[src/rtl/seq_alu_pkg.sv]
// seq_alu_pkg: op codes and FSM state encoding shared by the sequential ALU.
// The multiplier op is only implemented when SEQ_ALU_MUL_EN is defined.
package seq_alu_pkg;

   localparam logic [3:0] OP_ADD  = 4'd0;
   localparam logic [3:0] OP_SUB  = 4'd1;
   localparam logic [3:0] OP_NOT  = 4'd2;
   localparam logic [3:0] OP_AND  = 4'd3;
   localparam logic [3:0] OP_OR   = 4'd4;
   localparam logic [3:0] OP_XOR  = 4'd5;
   localparam logic [3:0] OP_SLT  = 4'd6;
   localparam logic [3:0] OP_SEQ  = 4'd7;
   localparam logic [3:0] OP_SLTU = 4'd8;
   localparam logic [3:0] OP_SLL  = 4'd9;
   localparam logic [3:0] OP_SRL  = 4'd10;
   localparam logic [3:0] OP_SRA  = 4'd11;
   localparam logic [3:0] OP_MUL  = 4'd12;
   localparam logic [3:0] OP_LAST = 4'd12;

   typedef enum logic [1:0] {
      IDLE = 2'd0,
      BUSY = 2'd1,
      DONE = 2'd2
   } state_t;

endpackage

[src/rtl/seq_alu_mul.sv]
// seq_alu_mul: iterative unsigned shift-add multiplier, one multiplier bit
// per clock. A start pulse loads the operands; done pulses for one cycle once
// all WIDTH bits have been consumed, and product then holds the full result.
module seq_alu_mul #(
   parameter int WIDTH = 8
) (
   input  logic               clk,
   input  logic               rst,
   input  logic               start,
   input  logic [WIDTH-1:0]   a,
   input  logic [WIDTH-1:0]   b,
   output logic               busy,
   output logic               done,
   output logic [2*WIDTH-1:0] product
);

   localparam int CW = (WIDTH > 1) ? $clog2(WIDTH) : 1;
   localparam logic [CW-1:0] LAST = CW'(WIDTH - 1);

   logic [2*WIDTH-1:0] acc_q;
   logic [2*WIDTH-1:0] mcand_q;
   logic [WIDTH-1:0]   mplier_q;
   logic [CW-1:0]      cnt_q;
   logic               busy_q;
   logic               done_q;

   // Load on start, then add the shifted multiplicand for each set multiplier bit.
   always_ff @(posedge clk) begin
      if (rst) begin
         acc_q    <= '0;
         mcand_q  <= '0;
         mplier_q <= '0;
         cnt_q    <= '0;
         busy_q   <= 1'b0;
         done_q   <= 1'b0;
      end else begin
         done_q <= 1'b0;
         if (start) begin
            acc_q    <= '0;
            mcand_q  <= {{WIDTH{1'b0}}, a};
            mplier_q <= b;
            cnt_q    <= '0;
            busy_q   <= 1'b1;
         end else if (busy_q) begin
            if (mplier_q[0]) begin
               acc_q <= acc_q + mcand_q;
            end
            mcand_q  <= mcand_q << 1;
            mplier_q <= mplier_q >> 1;
            cnt_q    <= cnt_q + 1'b1;
            if (cnt_q == LAST) begin
               busy_q <= 1'b0;
               done_q <= 1'b1;
            end
         end
      end
   end

   assign busy    = busy_q;
   assign done    = done_q;
   assign product = acc_q;

endmodule

[src/rtl/seq_alu.sv]
// seq_alu: handshaked integer execute unit. Single-cycle ops register their
// result straight into DONE; MUL (only when SEQ_ALU_MUL_EN is defined) runs
// the iterative multiplier in BUSY first. Without the macro, op 12 is illegal.
module seq_alu
   import seq_alu_pkg::*;
#(
   parameter int WIDTH = 8,
   parameter int SHW   = $clog2(WIDTH)
) (
   input  logic             clk,
   input  logic             rst,
   input  logic             in_valid,
   output logic             in_ready,
   input  logic [WIDTH-1:0] da,
   input  logic [WIDTH-1:0] db,
   input  logic [3:0]       ALU_ctr,
   output logic             out_valid,
   input  logic             out_ready,
   output logic [WIDTH-1:0] ALUout,
   output logic [WIDTH-1:0] mul_hi,
   output logic             less,
   output logic             zero,
   output logic             overflow,
   output logic             cout,
   output logic             illegal
);

   state_t           state_q;
   logic [WIDTH-1:0] aluOut_q;
   logic             outValid_q;
   logic             less_q, zero_q, ovf_q, cout_q, illegal_q;

   logic             accept;
   logic             subD;
   logic [WIDTH-1:0] bOpD;
   logic [WIDTH:0]   addD;
   logic [WIDTH-1:0] sumD;
   logic             carryD;
   logic             ovfRawD;
   logic [SHW-1:0]   shamtD;
   logic [WIDTH-1:0] resD;
   logic             lessD, zeroD, ovfD, coutD, illegalD;

   // A new op is taken whenever the producer offers one and we can accept it.
   always_comb begin
      in_ready = 1'b0;
      case (state_q)
         IDLE:    in_ready = 1'b1;
         DONE:    in_ready = out_ready;
         default: in_ready = 1'b0;
      endcase
   end

   assign accept = in_valid & in_ready;

   // Shared adder, its flags, and the single-cycle result mux.
   always_comb begin
      subD    = (ALU_ctr == OP_SUB) || (ALU_ctr == OP_SLT) ||
                (ALU_ctr == OP_SEQ) || (ALU_ctr == OP_SLTU);
      bOpD    = subD ? ~db : db;
      addD    = {1'b0, da} + {1'b0, bOpD} + {{WIDTH{1'b0}}, subD};
      sumD    = addD[WIDTH-1:0];
      carryD  = addD[WIDTH];
      ovfRawD = (da[WIDTH-1] == bOpD[WIDTH-1]) && (sumD[WIDTH-1] != da[WIDTH-1]);
      shamtD  = db[SHW-1:0];

      coutD    = carryD;
      zeroD    = (sumD == '0);
      ovfD     = ((ALU_ctr == OP_ADD) || (ALU_ctr == OP_SUB)) ? ovfRawD : 1'b0;
      lessD    = (ALU_ctr == OP_SLTU) ? ~carryD : (sumD[WIDTH-1] ^ ovfRawD);
      illegalD = 1'b0;
      resD     = '0;

      case (ALU_ctr)
         OP_ADD, OP_SUB: resD = sumD;
         OP_NOT:         resD = ~da;
         OP_AND:         resD = da & db;
         OP_OR:          resD = da | db;
         OP_XOR:         resD = da ^ db;
         OP_SLT, OP_SLTU: resD = {{(WIDTH-1){1'b0}}, lessD};
         OP_SEQ:         resD = {{(WIDTH-1){1'b0}}, zeroD};
         OP_SLL:         resD = da << shamtD;
         OP_SRL:         resD = da >> shamtD;
         OP_SRA:         resD = $signed(da) >>> shamtD;
         default: begin
            resD     = '0;
            illegalD = 1'b1;
            coutD    = 1'b0;
            zeroD    = 1'b0;
            ovfD     = 1'b0;
            lessD    = 1'b0;
         end
      endcase
   end

`ifdef SEQ_ALU_MUL_EN
   logic               mulStart;
   logic               mulBusy;
   logic               mulDone;
   logic [2*WIDTH-1:0] mulProduct;
   logic [WIDTH-1:0]   mulHi_q;

   assign mulStart = accept && (ALU_ctr == OP_MUL);

   seq_alu_mul #(.WIDTH(WIDTH)) uMul (
      .clk     (clk),
      .rst     (rst),
      .start   (mulStart),
      .a       (da),
      .b       (db),
      .busy    (mulBusy),
      .done    (mulDone),
      .product (mulProduct)
   );
`endif

   // Control FSM with registered result and flags held until consumed.
   always_ff @(posedge clk) begin
      if (rst) begin
         state_q    <= IDLE;
         outValid_q <= 1'b0;
         aluOut_q   <= '0;
         less_q     <= 1'b0;
         zero_q     <= 1'b0;
         ovf_q      <= 1'b0;
         cout_q     <= 1'b0;
         illegal_q  <= 1'b0;
`ifdef SEQ_ALU_MUL_EN
         mulHi_q    <= '0;
`endif
      end else begin
`ifdef SEQ_ALU_MUL_EN
         if (mulStart) begin
            state_q    <= BUSY;
            outValid_q <= 1'b0;
         end else
`endif
         if (accept) begin
            state_q    <= DONE;
            outValid_q <= 1'b1;
            aluOut_q   <= resD;
            less_q     <= lessD;
            zero_q     <= zeroD;
            ovf_q      <= ovfD;
            cout_q     <= coutD;
            illegal_q  <= illegalD;
`ifdef SEQ_ALU_MUL_EN
            mulHi_q    <= '0;
`endif
         end else begin
            case (state_q)
`ifdef SEQ_ALU_MUL_EN
               BUSY: begin
                  if (mulDone && !mulBusy) begin
                     state_q    <= DONE;
                     outValid_q <= 1'b1;
                     aluOut_q   <= mulProduct[WIDTH-1:0];
                     mulHi_q    <= mulProduct[2*WIDTH-1:WIDTH];
                     ovf_q      <= |mulProduct[2*WIDTH-1:WIDTH];
                     less_q     <= 1'b0;
                     zero_q     <= 1'b0;
                     cout_q     <= 1'b0;
                     illegal_q  <= 1'b0;
                  end
               end
`endif
               DONE: begin
                  if (out_ready) begin
                     state_q    <= IDLE;
                     outValid_q <= 1'b0;
                  end
               end
               default: ;
            endcase
         end
      end
   end

   assign out_valid = outValid_q;
   assign ALUout    = aluOut_q;
   assign less      = less_q;
   assign zero      = zero_q;
   assign overflow  = ovf_q;
   assign cout      = cout_q;
   assign illegal   = illegal_q;
`ifdef SEQ_ALU_MUL_EN
   assign mul_hi    = mulHi_q;
`else
   assign mul_hi    = '0;
`endif

endmodule

[config.mk]
export PLATFORM = sky130hd
export DESIGN_NAME = seq_alu
export DESIGN_NICKNAME = d
export VERILOG_FILES = /design/src/rtl/seq_alu_pkg.sv /design/src/rtl/seq_alu_mul.sv /design/src/rtl/seq_alu.sv
export SDC_FILE = /design/constraint.sdc
export NUM_CORES = 1
export LEC_CHECK = 0
export BUFFER_PORTS_ARGS = -buffer_cell sky130_fd_sc_hd__clkbuf_2
export CAP_MARGIN = 10
export CORE_UTILIZATION = 55
export CTS_CLUSTER_SIZE = 24
export DETAILED_ROUTE_END_ITERATION = 8
export PLACE_DENSITY = 0.8
export SETUP_SLACK_MARGIN = 0.2
export SLEW_MARGIN = 40
export SYNTH_ARGS = -nofsm -noshare
export SYNTH_HDL_FRONTEND = slang
export SYNTH_SLANG_ARGS = --single-unit
[constraint.sdc]
create_clock -name clk -period 4.4 [get_ports clk]
set_input_delay 0.22 -clock clk [delete_from_list [all_inputs] [get_ports clk]]
set_output_delay 0.22 -clock clk [all_outputs]
set_load 0.03 [all_outputs]
# Yosys cells after proc, flatten, opt, wreduce, memory -nomap -nowiden
# Cells that the tools add are included.
dict set report classes {
  addsub 2
  eq_ne 13
  n_shift 3
  n_mux 16
  bitwise_logic 8
  reduce_logical 14
}
# op n
set op_table {}
lappend op_table {{$pmux W8 S10} 1}
lappend op_table {{$eq A4 B3 Y1 const B} 4}
lappend op_table {{$eq A4 B4 Y1 const B} 4}
lappend op_table {{$not A8 Y8} 2}
lappend op_table {{$reduce_or A12 Y1} 1}
lappend op_table {{$mux W1} 10}
lappend op_table {{$add A8 B8 Y9} 1}
lappend op_table {{$add A9 B1 Y9} 1}
lappend op_table {{$and A8 B8 Y8} 1}
lappend op_table {{$eq A4 B2 Y1 const B} 2}
lappend op_table {{$logic_not A8 Y1} 1}
lappend op_table {{$mux W8} 1}
lappend op_table {{$or A8 B8 Y8} 1}
lappend op_table {{$shl A8 B3 Y8} 1}
lappend op_table {{$shr A8 B3 Y8} 1}
lappend op_table {{$sshr A8 B3 Y8} 1}
lappend op_table {{$xor A8 B8 Y8} 1}
lappend op_table {{$mux W2} 3}
lappend op_table {{$eq A4 B1 Y1 const B} 1}
lappend op_table {{$logic_not A4 Y1} 1}
lappend op_table {{$logic_or A1 B1 Y1} 4}
lappend op_table {{$reduce_bool A2 Y1} 2}
lappend op_table {{$reduce_or A2 Y1} 2}
lappend op_table {{$logic_not A2 Y1} 1}
lappend op_table {{other kinds (8)} 8}
dict set report word_totals {
  reg_bits 15
  in_bits 24
  output_inout_bits 23
  word_cells 64
}

# Logic depth before layout (Yosys ltp)
# Gate-level depths: netlist (run 1).
dict set report logic_depth {
  word_depth 12
  mapped_depth 18
  ltp_nobuf 16
}

# Worst setup path after synthesis (run 1)
# OpenSTA, ideal clock, no wires.
dict set report synth_path {
  path_type {input -> register}
  from {input ALU_ctr[2]}
  to {register ovf_q, in the netlist overflow}
  arrival_time_ns 3.538
  required_time_ns 4.335
  setup_slack_ns 0.797
  cell_stages 17
  path_cell_list {buf_2 -> buf_1 -> and3b_2 -> nor2_1 -> xnor2_1 -> ha_1 -> buf_6 -> a21oi_1 -> o21ai_1 -> a21oi_1 -> o21bai_1 -> a21oi_1 -> fa_1 -> xor2_1 -> nor4b_1 -> a21oi_1 -> nor2_1}
}
dict set report synth_via {
  elab_chain_cells 11
}
# item line
set synth_lines {}
lappend synth_lines {{from (decl)} seq_alu.sv:16} ;# input logic [3:0] ALU_ctr,
lappend synth_lines {{$eq A4 B1 Y1 or $eq A4 B3 Y1 (tied branches)} {seq_alu.sv:58, seq_alu.sv:69, seq_alu.sv:74}}
lappend synth_lines {{$logic_or A1 B1 Y1 (2 in series)} seq_alu.sv:58} ;# subD = (ALU_ctr == OP_SUB) || (ALU_ctr == OP_SLT) ||
lappend synth_lines {{$logic_or A1 B1 Y1} seq_alu.sv:59} ;# (ALU_ctr == OP_SEQ) || (ALU_ctr == OP_SLTU);
lappend synth_lines {{$mux W8} seq_alu.sv:60} ;# bOpD = subD ? ~db : db;
lappend synth_lines {{$add A8 B8 Y9} seq_alu.sv:61} ;# addD = {1'b0, da} + {1'b0, bOpD} + {{WIDTH{1'b0}}, subD};
lappend synth_lines {{$add A9 B1 Y9} seq_alu.sv:61}
lappend synth_lines {{$ne A1 B1 Y1} seq_alu.sv:64} ;# ovfRawD = (da[WIDTH-1] == bOpD[WIDTH-1]) && (sumD[WIDTH-1] != da[WIDTH-1]);
lappend synth_lines {{$logic_and A1 B1 Y1} seq_alu.sv:64}
lappend synth_lines {{$mux W1} seq_alu.sv:69} ;# ovfD = ((ALU_ctr == OP_ADD) || (ALU_ctr == OP_SUB)) ? ovfRawD : 1'b0;
lappend synth_lines {{$mux W1 *} seq_alu.sv:74} ;# case (ALU_ctr)
lappend synth_lines {{to (signal assigned)} seq_alu.sv:144} ;# ovf_q <= ovfD;
lappend synth_lines {{to (decl)} seq_alu.sv:31} ;# logic less_q, zero_q, ovf_q, cout_q, illegal_q;
# Mark *: on every way between the ends. The rest lies on a longest branch, timed or not.
# A chain may end at the register's enable or synchronous reset.

# Worst setup path after layout (run 1)
dict set report layout_path {
  from {input ALU_ctr[3]}
  to {register ovf_q, in the netlist overflow}
}
# The elaborated chain is that of the path after synthesis.

==> results by group, run 1 <==
Run status
  – Status: completed

Detailed routing
  – Via count: 2386
  – WL final: 6.43 mm
  – Met3 routed WL: about 470 µm
  – WL/cell: 17.1 µm
  – First-pass DRT Iterations: 6
  – DRC: 0
  – Metal-1 WL: 2.85 mm
  – Met2 Wirelength: between 2 and 3 mm
  – Via density: 6.33
  – 1st-iter DRT viols: approximately 280
  – DRT antenna net count: 0
  – DR top layer: met4

Placed design
  – Port-buffer cells: 38
  – Gp weighted congestion: ~1
  – Placed cell area: between 2000 and 2500 µm²
  – Dpl ws: 0.573 ns
  – Placed cells: 373
  – Post-DP HPWL: about 4.9 mm

STA
  – Max-slew violations: 0
  – Final Hold Slack: 0.255 ns
  – Fmax: about 270 MHz
  – Period minus WS final: approximately 3.7 ns
  – Worst Tran Pin Value: 0.787 ns
  – Clock skew: approximately 0.0013 ns
  – Setup TNS Final: 0 ns
  – Final hold vios: 0
  – RSZ-0062 raised after global routing: no
  – Tcrit/Tclk final: 0.834
  – PnR worst setup slack: between 0.7 and 0.8 ns
  – Final setup fails: 0
  – Slew headroom: 0.468

Logic synthesis
  – Yosys warns: 0
  – Post-Synthesis Cells: just over 300
  – Synth area leader: ha_1
  – Ys async rst share: 0
  – Synth unique cells: approximately 70
  – Top-count cell post-synth: ha_1
  – Largest cells by area after synthesis: ha_1 13%, dfxtp_1 12%, mux2i_1 5.5%
  – Post-synth top flop: dfxtp_1
  – Seq cells post-synth: 14
  – Post-synth top cells: 25 x ha_1, 23 x nand2_1, 22 x a21oi_1
  – Post-synth EDFFs: 0
  – Mean Syn Cell Area: ~8 µm²
  – Post-synth top area share: 0.132
  – Post-Syn Area: around 2400 µm²
  – Seq/Total Area, Yosys: 0.118

Final layout
  – Syn-to-layout area delta: 7.11%
  – Fin nets: 379
  – Core Util, Final: 0.623
  – Layout cell share with drive strength beyond 1: 0.183
  – Ant diodes: 0
  – Fillers: 398
  – Fin area: between 2000 and 3000 µm²
  – Post-Layout Cell Count: about 380

Die
  – Num rows: 23
  – Initial core utilization: 0.582
  – Core area: between 4000 and 5000 µm²
  – Die Area: between 4000 and 5000 µm²
  – Die Y: between 60 and 70 µm
  – Chip width: a little under 70 µm
  – IO Count: between 40 and 50

Setup path
  – RR Endpoint: ALUout[0]
  – Worst flop-to-flop path startpoint: state_q[1]
  – FF-to-FF setup slack: 2.74 ns
  – Critical path capture point type: flop
  – Setup crit start: ALU_ctr[3]
  – R2r worst-path depth: 6
  – Critical path required time: roughly 4.6 ns
  – Critical Path Start Type: primary input
  – Worst-path fanout max: 12
  – Crit path arrival time: 3.85 ns
  – CP endpoint: overflow
  – Kind of critical path: primary input to flop

Clocking
  – Maximum clock insertion buffer count: 2
  – H-tree depth: 1
  – TritonCTS Buffers: 3
  – Clk slew on worst S/H paths: 0.06 ns
  – CTS sink cnt: 14
  – TritonCTS clock tree: yes
  – Hold Buf Count CTS: 0
  – Clock latency on the worst-skew pair: approximately 0.24 ns
  – CTS resizes: 0
  – Root Buffer: clkbuf_8
  – Setup Fix Bufs, Post-CTS: 0

Power and ir drop
  – Lkg Pwr: between 1 and 1.5 nW
  – Power Dens Cells: about 220 nW/µm²
  – Power Total: about 0.57 mW
  – Max rail drop VDD: 0.180 mV

GRT
  – Grt ovf: 0
  – Total GRT Usage: 0.300
  – Vias in the first global route: between 2000 and 2500
  – First-pass GRT wire length: between 10 and 15 mm
  – Largest net degree at the start of global routing: 35
  – Initial antenna violation count: 0

Worst hold path
  – Hold/Removal Path Class: primary input to flop

Run
  – Max cap viols: 0
==> report_power, final <==
group          switching, mW  internal, mW
registers            0.00461         0.134
clock network         0.0435        0.0791
logic                  0.191         0.119
==> routing by layer <==
layer  vias up  global-route usage
met4         0              0.0612
li1       1155                   -
met3        12              0.0473
met2       107               0.480
met5         -                   0
met1      1112               0.418
==> state kept, by name, indices dropped and copies added (netlist names) <==
name	count
ALUout	8
cout	1
illegal	1
less	1
overflow	1
state_q	1
zero	1
==> worst max-delay path, cell delays in order <==
cell and delay [ns]:
clkbuf_2 0.19, xnor2_1 0.28, nor3_1 0.07, nor2_1 0.57, xnor2_1 0.14, ha_1 0.39, a21oi_1 0.26, o21ai_1 0.08
a21oi_1 0.25, o21bai_1 0.10, a21oi_1 0.19, fa_1 0.49, xor2_1 0.17, nor4b_1 0.27, a21oi_1 0.08, nor2_1 0.09
==> cell usage in the layout (no fill, tap or decap), types with 8 or more instances in the layout <==
cell	netlist	final
a21oi_1	22	22
inv_1	18	18
nor2_1	21	21
o21ai_0	9	9
ha_1	25	25
nand3_1	8	8
dfxtp_1	14	14
conb_1	1	8
xnor2_1	10	10
mux2i_1	13	13
clkbuf_2	0	38
nand2_1	23	23
a211oi_1	10	10
==> area by class of cell <==
cell class,count,area (µm²),area share
sequential,14,280,0.110
multi-input combinational,248,1860,0.732
clock buffer,4,55.1,0.0216
inverter,21,78.8,0.0310
tap,50,62.6,0.0246
timing repair buffer,40,205,0.0806
==> worst min path at each step <==
| stage | startpoint | to | slack (ns) | cells after the start |
|---|---|---|---|---|
| after detailed placement | ALUout[6] | ALUout[6] | 0.46 | 2 |
| after global placement | ALUout[6] | ALUout[6] | 0.45 | 2 |
| after floorplan | rst | ALUout[4] | 0.29 | 1 |
| after global routing | in_valid | state_q[1] | 0.27 | 3 |
| final | in_valid | state_q[1] | 0.26 | 3 |
| after CTS | in_valid | state_q[1] | 0.26 | 3 |
==> kinds of logic after synthesis <==
family | Yosys count | share of synthesized area
other | 1 | 0.00158
multiplexers | 20 | 0.102
buffers and inverters | 49 | 0.109
adder cells (fa/ha/maj) | 27 | 0.148
AO/OA/AOI/OAI | 97 | 0.289
AND/OR/NAND/NOR | 84 | 0.185
XOR/XNOR | 12 | 0.0474
flip-flops | 14 | 0.118
No activity file was read; power rests on OpenSTA's default activity.
==> run 2, diff against run 1 <==
- clock period: 4.4 -> 3.6 ns (I/O delays scaled with it)
==> run 2 against run 1 <==
Net effect:
- hold slack got worse by 0.032 ns
- cell area rose by 2.2%
- critical path depth up 1
- total power is 21% higher
- largest cell class unchanged
- highest routed layer unchanged
==> results by group, run 2 (synthesis gave the netlist of run 1 again) <==
Setup path
  – Crit path arrival time: approximately 3.3 ns
  – Worst-path fanout max: 8
  – Critical-path top delay cell: fa_1
  – Critical path capture point type: flop
  – Critical path required time: about 3.8 ns
  – Critical Path Start Type: primary input
  – Kind of critical path: primary input to flop
  – CP peak stage delay: between 0.5 and 0.6 ns
  – Crit path cell chain: clkbuf_2 -> and3b_2 -> nor2_4 -> buf_4 -> xnor2_1 -> ha_1 -> nand2_1 -> o21ai_1 -> a21oi_2 -> o21bai_1 -> a21oi_1 -> fa_1 -> nand3_1 -> nor2_1 -> o2111a_1 -> nand4_1 -> a31oi_1
  – R2r worst-path depth: 6

Power and ir drop
  – Lkg Pwr: about 1.2 nW
  – Max rail drop VDD: about 0.14 mV
  – Power Total: 0.688 mW
  – Power Dens Cells: approximately 260 nW/µm²

STA
  – Period minus WS final: 3.12 ns
  – Worst Tran Pin Value: 0.625 ns
  – Max-slew violations: 0
  – Slew headroom: 0.578
  – Fmax: ~320 MHz
  – Final setup fails: 0
  – Tcrit/Tclk final: 0.868
  – RSZ-0062 raised after global routing: no
  – Setup TNS Final: 0 ns
  – Final hold vios: 0
  – Clock skew: ~0.0034 ns
  – Final Hold Slack: ~0.22 ns

Placed design
  – Gp weighted congestion: roughly 0.96
  – Post-DP HPWL: between 5 and 6 mm
  – Port-buffer cells: 38

Die
  – Initial core utilization: 0.582
  – Die Area: roughly 4600 µm²
  – Num rows: 23
  – IO Count: 47
  – Chip width: 67.7 µm
  – Core area: 4090 µm²
  – Die Y: between 60 and 70 µm

Detailed routing
  – WL final: ~6.6 mm
  – WL/cell: between 15 and 20 µm
  – DRC: 0
  – First-pass DRT Iterations: 6
  – Via count: roughly 2400
  – Via density: roughly 6.4
  – DRT antenna net count: 0
  – 1st-iter DRT viols: roughly 340

Clocking
  – CTS sink cnt: 14
  – Root Buffer: clkbuf_8
  – TritonCTS Buffers: 3
  – Maximum clock insertion buffer count: 2
  – H-tree depth: 1
  – TritonCTS clock tree: yes
  – Hold Buf Count CTS: 0
  – Clock latency on the worst-skew pair: between 0.2 and 0.25 ns
  – Clk slew on worst S/H paths: around 0.06 ns

Final layout
  – Syn-to-layout area delta: 9.42%
  – Max FFs per register: 8
  – Fin nets: slightly below 400
  – Layout cell share with drive strength beyond 1: 0.207
  – Ant diodes: 0
  – Most frequent cells in the layout: 38 x clkbuf_2, 25 x ha_1, 23 x nand2_1, 21 x a21oi_1, 20 x nor2_1
  – Most common cell after layout, fill and taps aside: clkbuf_2
  – Fillers: approximately 370
  – Core Util, Final: 0.637

GRT
  – Largest net degree at the start of global routing: 35
  – Total GRT Usage: 0.309
  – First-pass GRT wire length: roughly 11 mm
  – Vias in the first global route: 2204
  – Initial antenna violation count: 0
  – Grt ovf: 0

Run status
  – Status: completed

Worst hold path
  – Hold/Removal Path Class: primary input to flop
  – Min-Delay Path Depth: 3

Run
  – Max cap viols: 0
[run 2: cell count changes in the layout (fill, tap and decap cells not counted)]
| cell | change |
|---|---|
| nor2_4 | +1 |
| nor2_1 | -1 |
| nor3_1 | -1 |
| buf_4 | +7 |
| a21oi_1 | -1 |
| a21oi_2 | +1 |
| clkbuf_8 | -1 |
| nor3_2 | +1 |
[run 2: power breakdown]
part	internal [mW]	leakage, nW	switching (mW)
clock	0.0739	0.0216	0.0519
sequential	0.164	0.114	0.00574
combinational	0.153	1.05	0.240
total	0.391	1.18	0.298
[run 2: worst max-delay path, delay by kind of cell]
family,cells,cell delay [ns]
adder cells (fa/ha/maj),2,0.96
AND/OR/NAND/NOR,6,0.89
AO/OA/AOI/OAI,6,0.85
buffers and inverters,2,0.35
XOR/XNOR,1,0.07
[run 2: metrics by stage]
stage,cell area [µm²],cells,worst slack (ns)
3_5_place_dp,2550,380,0.177
5_1_grt,2600,383,0.248
2_1_floorplan,2410,311,0.201
3_3_place_gp,2550,380,0.293
6_report,2600,383,0.477
4_1_cts,2590,383,0.431
[run 2: cell type report]
type                    count  area (µm²)  share of cell area
well taps                  50        62.6              0.0241
flip-flops and latches     14         280               0.108
multi-input cells         248        1880               0.723
clock buffers               3        41.3              0.0159
repair buffers             47         258              0.0991
inverters                  21        78.8              0.0303
[run 2: timing repair]
| item | in CTS | in global routing |
|---|---|---|
| resized for setup | 0 | 3 |
| buffers inserted | 0 | 0 |
| endpoints found under the setup margin | 0 | 4 |
[run 2: final timing paths]
kind                   start    endpoint  slack [ns]
hold reg to reg    ALUout[2]   ALUout[2]        0.46
setup / recovery  ALU_ctr[1]   ALUout[0]        0.48
hold / removal      in_valid  state_q[1]        0.22
setup reg to reg  state_q[1]   ALUout[0]        1.94
[run 2: layer usage]
layer,global-route usage,vias up,wire [µm]
met5,0,-,0
met4,0.0851,0,156
met3,0.0760,18,676
met2,0.500,132,3000
met1,0.402,1122,2770
li1,-,1164,-
